$ cat src/rtl/apb2axi_cmd_sched.sv
// ---------------------------------------------------------------------------
// apb2axi_cmd_sched
// Picks the next pending directory tag in round-robin order and offers it to
// the AR/AW builder as a single held command. Tracks outstanding read and
// write commands and stops issuing a direction once its limit is reached.
//
// Ports
//   pclk, preset          clock, synchronous active-high reset
//   sched_enable          global issue enable
//   dir_pend_vld          per-tag: allocated, not yet issued
//   dir_pend_is_write     per-tag direction (1 = write)
//   dir_wr_data_rdy       per-tag: write data fully packed
//   sched_issue_vld/tag/is_write   registered command offer
//   sched_issue_rdy       builder accepts the offer
//   sched_issued          one-cycle one-hot pulse of the accepted tag
//   rd_cmpl_vld/wr_cmpl_vld        one command retired
//   rd_outstanding/wr_outstanding  outstanding command counts
//   sched_busy            FSM not in IDLE
//   cnt_err               sticky counter-underflow flag
// ---------------------------------------------------------------------------
module apb2axi_cmd_sched #(
   parameter int unsigned TAG_NUM    = 16,
   parameter int unsigned TAG_W      = $clog2(TAG_NUM),
   parameter int unsigned MAX_RD_OUT = 4,
   parameter int unsigned MAX_WR_OUT = 4,
   localparam int unsigned RD_CW     = $clog2(MAX_RD_OUT + 1),
   localparam int unsigned WR_CW     = $clog2(MAX_WR_OUT + 1)
) (
   input  logic               pclk,
   input  logic               preset,
   input  logic               sched_enable,
   input  logic [TAG_NUM-1:0] dir_pend_vld,
   input  logic [TAG_NUM-1:0] dir_pend_is_write,
   input  logic [TAG_NUM-1:0] dir_wr_data_rdy,
   output logic               sched_issue_vld,
   output logic [TAG_W-1:0]   sched_issue_tag,
   output logic               sched_issue_is_write,
   input  logic               sched_issue_rdy,
   output logic [TAG_NUM-1:0] sched_issued,
   input  logic               rd_cmpl_vld,
   input  logic               wr_cmpl_vld,
   output logic [RD_CW-1:0]   rd_outstanding,
   output logic [WR_CW-1:0]   wr_outstanding,
   output logic               sched_busy,
   output logic               cnt_err
);

   typedef enum logic [1:0] {IDLE, OFFER, SETTLE} state_e;

   localparam logic [RD_CW-1:0] RD_MAX = RD_CW'(MAX_RD_OUT);
   localparam logic [WR_CW-1:0] WR_MAX = WR_CW'(MAX_WR_OUT);

   state_e             state_q, state_d;
   logic [TAG_W-1:0]   rr_ptr_q, rr_ptr_d;
   logic [TAG_W-1:0]   tag_q, tag_d;
   logic               vld_q, vld_d;
   logic               wr_q, wr_d;
   logic               busy_q, busy_d;
   logic               err_q, err_d;
   logic [TAG_NUM-1:0] issued_q, issued_d;
   logic [RD_CW-1:0]   rd_cnt_q, rd_cnt_d;
   logic [WR_CW-1:0]   wr_cnt_q, wr_cnt_d;

   logic [TAG_NUM-1:0] elig;
   logic               found;
   logic [TAG_W-1:0]   win;
   logic               hs;
   logic               rd_inc, wr_inc;

   // Per-tag eligibility; counter limits are only consulted here, in IDLE,
   // so with a single open offer a counter can never pass its limit.
   always_comb begin
      elig = '0;
      for (int unsigned t = 0; t < TAG_NUM; t++) begin
         elig[t] = dir_pend_vld[t] & sched_enable &
                   (dir_pend_is_write[t] ? (dir_wr_data_rdy[t] & (wr_cnt_q < WR_MAX))
                                         : (rd_cnt_q < RD_MAX));
      end
   end

   // First eligible tag at or above rr_ptr, wrapping to 0.
   always_comb begin
      found = 1'b0;
      win   = '0;
      for (int unsigned i = 0; i < TAG_NUM; i++) begin
         if (!found && elig[TAG_W'((32'(rr_ptr_q) + i) % TAG_NUM)]) begin
            found = 1'b1;
            win   = TAG_W'((32'(rr_ptr_q) + i) % TAG_NUM);
         end
      end
   end

   always_comb begin
      state_d  = state_q;
      rr_ptr_d = rr_ptr_q;
      tag_d    = tag_q;
      vld_d    = vld_q;
      wr_d     = wr_q;
      issued_d = '0;
      hs       = 1'b0;
      case (state_q)
         IDLE: begin
            if (found) begin
               state_d = OFFER;
               tag_d   = win;
               wr_d    = dir_pend_is_write[win];
               vld_d   = 1'b1;
            end
         end
         OFFER: begin
            // Offer is held regardless of pend/enable until accepted.
            if (vld_q && sched_issue_rdy) begin
               hs              = 1'b1;
               vld_d           = 1'b0;
               issued_d[tag_q] = 1'b1;
               rr_ptr_d        = (32'(tag_q) == TAG_NUM - 1) ? '0 : tag_q + TAG_W'(1);
               state_d         = SETTLE;
            end
         end
         SETTLE:  state_d = IDLE;
         default: state_d = IDLE;
      endcase
      busy_d = (state_d != IDLE);
   end

   always_comb begin
      rd_inc   = hs & ~wr_q;
      wr_inc   = hs & wr_q;
      rd_cnt_d = rd_cnt_q;
      wr_cnt_d = wr_cnt_q;
      err_d    = err_q;
      if (rd_inc && !rd_cmpl_vld) begin
         rd_cnt_d = rd_cnt_q + RD_CW'(1);
      end else if (!rd_inc && rd_cmpl_vld) begin
         if (rd_cnt_q == '0) err_d    = 1'b1;
         else                rd_cnt_d = rd_cnt_q - RD_CW'(1);
      end
      if (wr_inc && !wr_cmpl_vld) begin
         wr_cnt_d = wr_cnt_q + WR_CW'(1);
      end else if (!wr_inc && wr_cmpl_vld) begin
         if (wr_cnt_q == '0) err_d    = 1'b1;
         else                wr_cnt_d = wr_cnt_q - WR_CW'(1);
      end
   end

   always_ff @(posedge pclk) begin
      if (preset) begin
         state_q  <= IDLE;
         rr_ptr_q <= '0;
         tag_q    <= '0;
         vld_q    <= 1'b0;
         wr_q     <= 1'b0;
         busy_q   <= 1'b0;
         err_q    <= 1'b0;
         issued_q <= '0;
         rd_cnt_q <= '0;
         wr_cnt_q <= '0;
      end else begin
         state_q  <= state_d;
         rr_ptr_q <= rr_ptr_d;
         tag_q    <= tag_d;
         vld_q    <= vld_d;
         wr_q     <= wr_d;
         busy_q   <= busy_d;
         err_q    <= err_d;
         issued_q <= issued_d;
         rd_cnt_q <= rd_cnt_d;
         wr_cnt_q <= wr_cnt_d;
      end
   end

   assign sched_issue_vld      = vld_q;
   assign sched_issue_tag      = tag_q;
   assign sched_issue_is_write = wr_q;
   assign sched_issued         = issued_q;
   assign rd_outstanding       = rd_cnt_q;
   assign wr_outstanding       = wr_cnt_q;
   assign sched_busy           = busy_q;
   assign cnt_err              = err_q;

endmodule

$ cat config.mk
export PLATFORM = sky130hd
export DESIGN_NAME = apb2axi_cmd_sched
export DESIGN_NICKNAME = d
export VERILOG_FILES = /design/src/rtl/apb2axi_cmd_sched.sv
export SDC_FILE = /design/constraint.sdc
export NUM_CORES = 1
export LEC_CHECK = 0
export CORE_ASPECT_RATIO = 0.5
export CORE_MARGIN = 2
export CORE_UTILIZATION = 45
export CTS_BUF_LIST = sky130_fd_sc_hd__clkbuf_2
export CTS_CLUSTER_DIAMETER = 80
export CTS_CLUSTER_SIZE = 10
export DETAILED_ROUTE_END_ITERATION = 10
export GPL_TIMING_DRIVEN = 1
export PLACE_DENSITY = 0.73
export SLEW_MARGIN = 20
export SYNTH_ARGS = -nofsm -noshare
export SYNTH_HDL_FRONTEND = slang
export SYNTH_SLANG_ARGS = --single-unit
$ cat constraint.sdc
create_clock -name pclk -period 4.6 [get_ports pclk]
set_input_delay 0.46 -clock pclk [delete_from_list [all_inputs] [get_ports pclk]]
set_output_delay 0.46 -clock pclk [all_outputs]
set_load 0.01 [all_outputs]
# After elaboration in Yosys (flattened, before gate mapping)
# Cells that the tools add are included.
[classes]
addsub = 20
mul = 0
div_mod_pow = 0
n_lt_le_gt_ge = 21
eq_ne = 6
shift = 0
n_mux = 105
bitwise_logic = 53
n_reduce_logical = 53
[ops]
columns = ["op", "n"]
rows = [
  ["< comparator 4 x 5 -> 1 bit, second input constant", 18],
  ["binary-select mux 1 bit (select 4 bit)", 17],
  ["two-way mux 4 bit", 17],
  ["two-way mux 1 bit", 60],
  ["AND 1 bit", 50],
  ["adder 4 bit, second input constant", 8],
  ["logical AND 1 bit", 21],
  ["logical NOT 1 bit", 19],
  ["two-way mux 3 bit", 6],
  ["adder 4 x 3 -> 4 bit, second input constant", 4],
  ["adder 4 x 1 -> 4 bit, second input constant", 2],
  ["adder 4 x 2 -> 4 bit, second input constant", 2],
  ["!= test 2 bit, second input constant", 4],
  ["AND reduction 2 bit", 4],
  ["nonzero test 2 bit", 4],
  ["adder 3 x 1 -> 3 bit, second input constant", 2],
  ["logical NOT 3 bit", 2],
  ["< comparator 3 bit, second input constant", 2],
  ["subtractor 3 x 1 -> 3 bit, second input constant", 2],
  ["demux 1 bit (select 4 bit)", 1],
  ["equality test 4 bit, second input constant", 1],
  ["greater-or-equal comparator 4 x 1 -> 1 bit, second input constant", 1],
  ["two-way mux 2 bit", 2],
  ["case mux 2 bit (2 select lines)", 1],
  ["other kinds (6)", 8],
]
[word_totals]
register_bits = 36
latch_bits = 0
ram_bits = 0
romBits = 0
in_bits = 54
output_inout_bits = 30
wordCells = 268
memories = 0

# Longest topological paths before layout
[depth]
word_depth = 55
depth_mapped = 22
depth_no_buf = 16

# Worst setup path after synthesis
# OpenSTA, ideal clock, no wires.
[synth_timing]
kind = "register -> register"
startpoint = "register rr_ptr_q[0]"
endpoint = "register wr_q, in the netlist sched_issue_is_write"
setup_time_ns = 0.073
arrival_ns = 4.568
required_ns = 4.527
slack_ns = -0.041
path_stages_with_launch = 18
path_buffers = 3
synth_period_minus_slack_ns = 4.641
path_cell_list = "dfxtp_1 buf_1 clkinv_1 ha_1 buf_2 and3_1 clkbuf_1 a221o_1 mux4_2 a211oi_2 and4_4 nand2_2 nor4b_4 o32ai_1 o2111ai_1 mux2_2 o221a_1 o22ai_2"
[synth_between]
elab_chain_cells = 50
elab_cells_between_ends = 112
classes_between = "add/sub (15); mux (66); reduce/logical (31)"
[synth_lines]
columns = ["item", "line_no", "source"]
rows = [
  ["start: declaration", "54", "logic [TAG_W-1:0] rr_ptr_q, rr_ptr_d;"],
  ["start signal: assignment", "160", "rr_ptr_q <= rr_ptr_d;"],
  ["parallel branches: the longest is 50 deep, another holds adder 4 x 1 -> 4 bit", "-", ""],
  ["end signal: assignment", "163", "wr_q <= wr_d;"],
  ["end: declaration", "57", "logic wr_q, wr_d;"],
]
# Parallel ways; which one is timed is not known. The select of a mux whose other input is x is not followed.
# A chain may end at the register's enable or synchronous reset.

# Worst setup path after layout
[layout_timing]
startpoint = "register wr_cnt_q[2], in the netlist wr_outstanding[2]"
endpoint = "register wr_q, in the netlist sched_issue_is_write"
[layout_between]
elab_chain_cells = 54
elab_cells_between_ends = 146
classes_between = "order compare (1); mux (82); bitwise (32); reduce/logical (31)"
[layout_lines]
columns = ["item", "line_no", "source"]
rows = [
  ["start: declaration", "62", "logic [WR_CW-1:0] wr_cnt_q, wr_cnt_d;"],
  ["start signal: assignment", "168", "wr_cnt_q <= wr_cnt_d;"],
  ["< comparator 3 bit *", "76", "(dir_pend_is_write[t] ? (dir_wr_data_rdy[t] & (wr_cnt_q < WR_MAX))"],
  ["AND 1 bit", "76", ""],
  ["two-way mux 1 bit", "76", ""],
  ["AND 1 bit", "75", "elig[t] = dir_pend_vld[t] & sched_enable &"],
  ["binary-select mux 1 bit (select 4 bit)", "86", "if (!found && elig[TAG_W'((32'(rr_ptr_q) + i) % TAG_NUM)]) begin"],
  ["two-way mux 1 bit (implied by the code)", "86", ""],
  ["two-way mux 1 bit", "86", ""],
  ["logical NOT 1 bit", "86", ""],
  ["(+38 left out)", "-", ""],
  ["logical NOT 1 bit", "86", ""],
  ["logical AND 1 bit", "86", ""],
  ["two-way mux 1 bit", "86", ""],
  ["logical NOT 1 bit", "86", ""],
  ["logical AND 1 bit", "86", ""],
  ["two-way mux 4 bit", "86", ""],
  ["binary-select mux 1 bit (select 4 bit)", "106", "wr_d = dir_pend_is_write[win];"],
  ["two-way mux 1 bit (implied by the code)", "106", ""],
]
# Every way passes the cells marked *; elsewhere a longest branch is shown, timed or not. The select of a mux whose other input is x is not followed.

==> flow_summary.html <==
<table>
<tr><th>Metric</th><th>Value</th></tr>
<tr><th colspan="2">Power</th></tr>
<tr><td>Largest voltage drop on the vdd net</td><td>283 µV</td></tr>
<tr><td>Fraction of power consumed by the clock network</td><td>~5.3%</td></tr>
<tr><td>Static leakage power</td><td>2.31 nW</td></tr>
<tr><td>Sw Pwr</td><td>between 1 and 1.5 mW</td></tr>
<tr><td>Total power draw</td><td>2.61 mW</td></tr>
<tr><td>Internal power</td><td>1.37 mW</td></tr>
<tr><td>Logic gate share of total power</td><td>76.3%</td></tr>
<tr><td>Switching power share of the total</td><td>between 40 and 50%</td></tr>
<tr><td>Sequential share of power</td><td>18.4%</td></tr>
<tr><td>Ratio of total power to cell area</td><td>~450 nW/µm²</td></tr>
<tr><th colspan="2">Worst setup path</th></tr>
<tr><td>Crit. End Element</td><td>flip-flop</td></tr>
<tr><td>Endpoint of the worst register-to-register path</td><td>sched_issue_is_write$_SDFFE_PP0P_</td></tr>
<tr><td>Required @ worst endpoint</td><td>a little under 5000 ps</td></tr>
<tr><td>CP delay by family, top</td><td>simple AND/OR/NAND/NOR gates</td></tr>
<tr><td>Worst Path Max Fanout</td><td>19</td></tr>
<tr><td>Critical path type</td><td>flip-flop to flip-flop</td></tr>
<tr><td>Launch instance of the worst register-to-register path</td><td>wr_outstanding[2]$_SDFFE_PP0P_</td></tr>
<tr><td>Chain of cells forming the critical path</td><td>and4b_1 &gt; or2_0 &gt; buf_4 &gt; a221oi_1 &gt; mux4_2 &gt; nand4_1 &gt; or3b_1 &gt; nor4b_4 &gt; o32ai_1 &gt; o2111ai_1 &gt; mux2_2 &gt; o221a_1 &gt; o22ai_2</td></tr>
<tr><td>Nature of the critical path startpoint</td><td>flip-flop</td></tr>
<tr><td>Largest incremental delay on the critical path</td><td>570 ps</td></tr>
<tr><td>Cell type of the slowest stage on the worst timing path</td><td>sky130_fd_sc_hd__dfxtp_2</td></tr>
<tr><td>Register-to-register setup slack</td><td>140 ps</td></tr>
<tr><td>R2r worst-path depth</td><td>13</td></tr>
<tr><td>WP data arrival</td><td>4760 ps</td></tr>
<tr><td>Number of buffers and inverters on the critical path</td><td>1</td></tr>
<tr><th colspan="2">Synthesis</th></tr>
<tr><td>Cell types occupying the most area after synthesis</td><td>sky130_fd_sc_hd__dfxtp_1 (16%), sky130_fd_sc_hd__mux4_2 (6.6%), sky130_fd_sc_hd__nor2_1 (5.1%)</td></tr>
<tr><td>Sequential area share after synthesis</td><td>16.3%</td></tr>
<tr><td>Largest area contributor in the netlist</td><td>sky130_fd_sc_hd__dfxtp_1</td></tr>
<tr><td>Number of distinct library cell variants in the gate-level netlist after synthesis</td><td>88</td></tr>
<tr><td>Fraction of post-synthesis cell area in the top cell type by area</td><td>16.3%</td></tr>
<tr><td>Count of mapped cells out of synthesis</td><td>550</td></tr>
<tr><td>Flop and latch count out of synthesis</td><td>36</td></tr>
<tr><td>Most used flip-flop cell after synthesis</td><td>sky130_fd_sc_hd__dfxtp_1</td></tr>
<tr><td>Post-synthesis async set-or-reset flop share</td><td>0%</td></tr>
<tr><td>Number of enable-type register cells in the synthesized netlist</td><td>0</td></tr>
<tr><td>Synthesized net count</td><td>621</td></tr>
<tr><td>Cell area after synthesis</td><td>about 4400 µm²</td></tr>
<tr><td>Most numerous cell in the Yosys netlist</td><td>sky130_fd_sc_hd__nor2_1</td></tr>
<tr><td>Mean cell area of the mapped netlist</td><td>8.03 µm²</td></tr>
<tr><td>Synthesis Warnings</td><td>0</td></tr>
<tr><td>Commonest cells post-synth</td><td>sky130_fd_sc_hd__nor2_1 (60), sky130_fd_sc_hd__nand2_1 (44), sky130_fd_sc_hd__dfxtp_1 (36), sky130_fd_sc_hd__and2_1 (24), sky130_fd_sc_hd__a21oi_1 (20)</td></tr>
<tr><th colspan="2">Timing</th></tr>
<tr><td>RSZ-0062 raised after global routing</td><td>no</td></tr>
<tr><td>Slew at the pin with the worst max-slew slack</td><td>857 ps</td></tr>
<tr><td>Crit path time final</td><td>between 4000 and 5000 ps</td></tr>
<tr><td>Skew final</td><td>8.23 ps</td></tr>
<tr><td>Ratio of final minimum period to clock period</td><td>96.9%</td></tr>
<tr><td>Total count of max-transition violations in the final report</td><td>0</td></tr>
<tr><td>Final Hold Fails</td><td>0</td></tr>
<tr><td>Worst max-slew margin expressed relative to the limit</td><td>around 43%</td></tr>
<tr><td>Final setup viols</td><td>0</td></tr>
<tr><td>Final WS setup</td><td>142 ps</td></tr>
<tr><td>Smallest hold slack</td><td>509 ps</td></tr>
<tr><td>Sum of negative setup slack</td><td>0 ps</td></tr>
<tr><td>Achievable frequency</td><td>around 220 MHz</td></tr>
<tr><th colspan="2">Routing</th></tr>
<tr><td>Number of DRC markers in iteration 0</td><td>423</td></tr>
<tr><td>Total wire length after detailed routing</td><td>15700 µm</td></tr>
<tr><td>Wire length on met2</td><td>7050 µm</td></tr>
<tr><td>Remaining design rule violation count</td><td>0</td></tr>
<tr><td>Routed via count divided by cell count</td><td>6.18</td></tr>
<tr><td>Wl on met1</td><td>6640 µm</td></tr>
<tr><td>Met3 Wirelength</td><td>1610 µm</td></tr>
<tr><td>Wire length per cell after detailed routing</td><td>19.3 µm</td></tr>
<tr><td>Max layer used</td><td>met4</td></tr>
<tr><td>Number of vias in the routed layout</td><td>5029</td></tr>
<tr><td>Number of optimization iterations in the first detailed-route pass</td><td>5</td></tr>
<tr><td>Count of antenna-violating nets left after detailed routing</td><td>0</td></tr>
<tr><th colspan="2">Finish</th></tr>
<tr><td>Final non-filler cell total</td><td>814</td></tr>
<tr><td>Proportion of layout cells with a drive suffix above 1</td><td>19.3%</td></tr>
<tr><td>Final design utilization</td><td>61.7%</td></tr>
<tr><td>Nets@finish</td><td>approximately 750</td></tr>
<tr><td>Signed area change from the synthesized netlist to the final layout</td><td>32.4%</td></tr>
<tr><td>Area of all placed cells without fillers</td><td>~5800 µm²</td></tr>
<tr><td>Total of fill cells in the finished design</td><td>approximately 860</td></tr>
<tr><td># diodes</td><td>0</td></tr>
<tr><th colspan="2">Floorplan</th></tr>
<tr><td>Die height</td><td>74.0 µm</td></tr>
<tr><td>Placeable core region</td><td>9480 µm²</td></tr>
<tr><td>Effective utilization at floorplan</td><td>46.6%</td></tr>
<tr><td>Total die area</td><td>10700 µm²</td></tr>
<tr><td>Placement row count</td><td>25</td></tr>
<tr><td>Die width</td><td>between 100 and 150 µm</td></tr>
<tr><td>Count of pins on the block boundary</td><td>84</td></tr>
<tr><th colspan="2">Clock tree</th></tr>
<tr><td>CTS tree</td><td>yes</td></tr>
<tr><td>Clock tree buffer depth</td><td>2</td></tr>
<tr><td>Clk_lat worst skew</td><td>around 370 ps</td></tr>
<tr><td>CTS H-tree lvls</td><td>2</td></tr>
<tr><td>Total CTS buffers</td><td>5</td></tr>
<tr><td>Reg clk slew, reported paths</td><td>170 ps</td></tr>
<tr><td>Clock Sink Count</td><td>36</td></tr>
<tr><td>CTS root buf</td><td>sky130_fd_sc_hd__clkbuf_2</td></tr>
<tr><th colspan="2">Global route</th></tr>
<tr><td>Number of global-route vias before repair</td><td>4650</td></tr>
<tr><td>Global-route wire length before repair</td><td>24400 µm</td></tr>
<tr><td>Global-route usage over all layers</td><td>around 29%</td></tr>
<tr><td>Number of antenna violations at the first check in global routing</td><td>0</td></tr>
<tr><td>Overflow left after global routing</td><td>0</td></tr>
<tr><td>Largest net degree at the start of global routing</td><td>25</td></tr>
<tr><th colspan="2">Worst hold path</th></tr>
<tr><td>Class of the worst hold path</td><td>flip-flop to flip-flop</td></tr>
<tr><td>Startpoint of the worst hold path</td><td>cnt_err$_SDFF_PP0_</td></tr>
<tr><td>Worst-case hold path end point</td><td>cnt_err$_SDFF_PP0_</td></tr>
<tr><td>Cells on Worst Hold Path</td><td>2</td></tr>
<tr><th colspan="2">Placed design</th></tr>
<tr><td>Dpl cell area</td><td>5800 µm²</td></tr>
<tr><td>Input/output buffers</td><td>83</td></tr>
<tr><td>Final weighted congestion in routability-driven placement</td><td>0.990</td></tr>
<tr><td>HPWL after detailed placement</td><td>12600 µm</td></tr>
<tr><td>Placement Setup Slack</td><td>-162 ps</td></tr>
<tr><td>Dpl cells</td><td>806</td></tr>
<tr><th colspan="2">Status</th></tr>
<tr><td>Outcome</td><td>completed</td></tr>
<tr><th colspan="2">Job</th></tr>
<tr><td>Number of max-cap violations</td><td>0</td></tr>
</table>
-- cells in the final DEF, fill, tap and decap left out, drive strengths merged, types with 7 or more instances in the layout --
| master | count |
|---|---|
| clkdlybuf4s50 | 83 |
| buf | 66 |
| nor2 | 60 |
| nand2 | 45 |
| dfxtp | 36 |
| o21ai | 25 |
| and2 | 24 |
| a21oi | 21 |
| mux2i | 19 |
| inv | 18 |
| o22ai | 16 |
| mux2 | 15 |
| ha | 15 |
| mux4 | 13 |
| xnor2 | 13 |
| nand3 | 12 |
| a22oi | 11 |
| and3b | 10 |
| o211ai | 9 |
| nor3b | 9 |
| nor3 | 9 |
| nor4 | 8 |
| a211oi | 8 |
| xor2 | 7 |
| and4b | 7 |
| a221oi | 7 |
-- state kept, by name, indices dropped and copies added (netlist names) --
name                  cells
wr_outstanding            3
sched_issue_tag           4
cnt_err                   1
state_q                   2
sched_busy                1
sched_issue_is_write      1
sched_issued             16
rr_ptr_q                  4
sched_issue_vld           1
rd_outstanding            3
-- power groups by stage --
stage          Sequential (mW)  Clock (mW)  Combinational [mW]
2_1_floorplan            0.455           0                1.22
3_3_place_gp             0.480           0                1.92
3_5_place_dp             0.481           0                1.94
4_1_cts                  0.474       0.146                1.95
5_1_grt                  0.491       0.160                2.14
6_report                 0.480       0.138                1.99
-- per-layer routing --
metal,track usage (%),vias to the layer above
met5,0,-
li1,-,2360
met3,5.99,38
met2,47.5,259
met1,39.3,2372
met4,11.7,0
-- final cells by class --
cell class	count	area [µm²]	area share, %
multi-input combinational	466	3490	59.6
timing repair buffer	149	1350	23.1
sequential	36	723	12.4
tap	135	169	2.89
inverter	20	76.3	1.31
clock buffer	6	30.0	0.514
clock inverter	2	11.3	0.193
-- what timing repair did --
action / in CTS / in global routing
buffers inserted: 0 / 0
setup endpoints to repair: 0 / 2
resized for setup: 0 / 4
hold endpoints to repair: 0 / 0
hold buffers: 0 / 0
-- logic make-up after synthesis --
kind of cell / synth area share, %
AND/OR/NAND/NOR: 27.7
AO/OA/AOI/OAI: 27.3
buffers and inverters: 4.85
multiplexers: 14.8
flip-flops: 16.3
XOR/XNOR: 3.97
adder cells (fa/ha/maj): 5.16
-- tightest hold or removal path, delay by kind of cell, from the launching register on --
| kind | cells | cell delay, ps |
|---|---|---|
| compound gates | 1 | 50 |
| simple gates | 1 | 80 |
| flops | 1 | 360 |
-- worst max path at each step --
stage	from	end	depth (start not counted)
2_1_floorplan	rr_ptr_q[1]$_SDFFE_PP0P_	sched_issue_is_write$_SDFFE_PP0P_	18
6_report	wr_outstanding[2]$_SDFFE_PP0P_	sched_issue_is_write$_SDFFE_PP0P_	13
3_3_place_gp	dir_pend_is_write[2]	sched_issue_is_write$_SDFFE_PP0P_	17
5_1_grt	wr_outstanding[2]$_SDFFE_PP0P_	sched_issue_is_write$_SDFFE_PP0P_	13
4_1_cts	rd_outstanding[2]$_SDFFE_PP0P_	sched_issue_is_write$_SDFFE_PP0P_	15
3_5_place_dp	sched_enable	sched_issue_is_write$_SDFFE_PP0P_	19
Note: power is estimated with default switching activity, not from simulation.
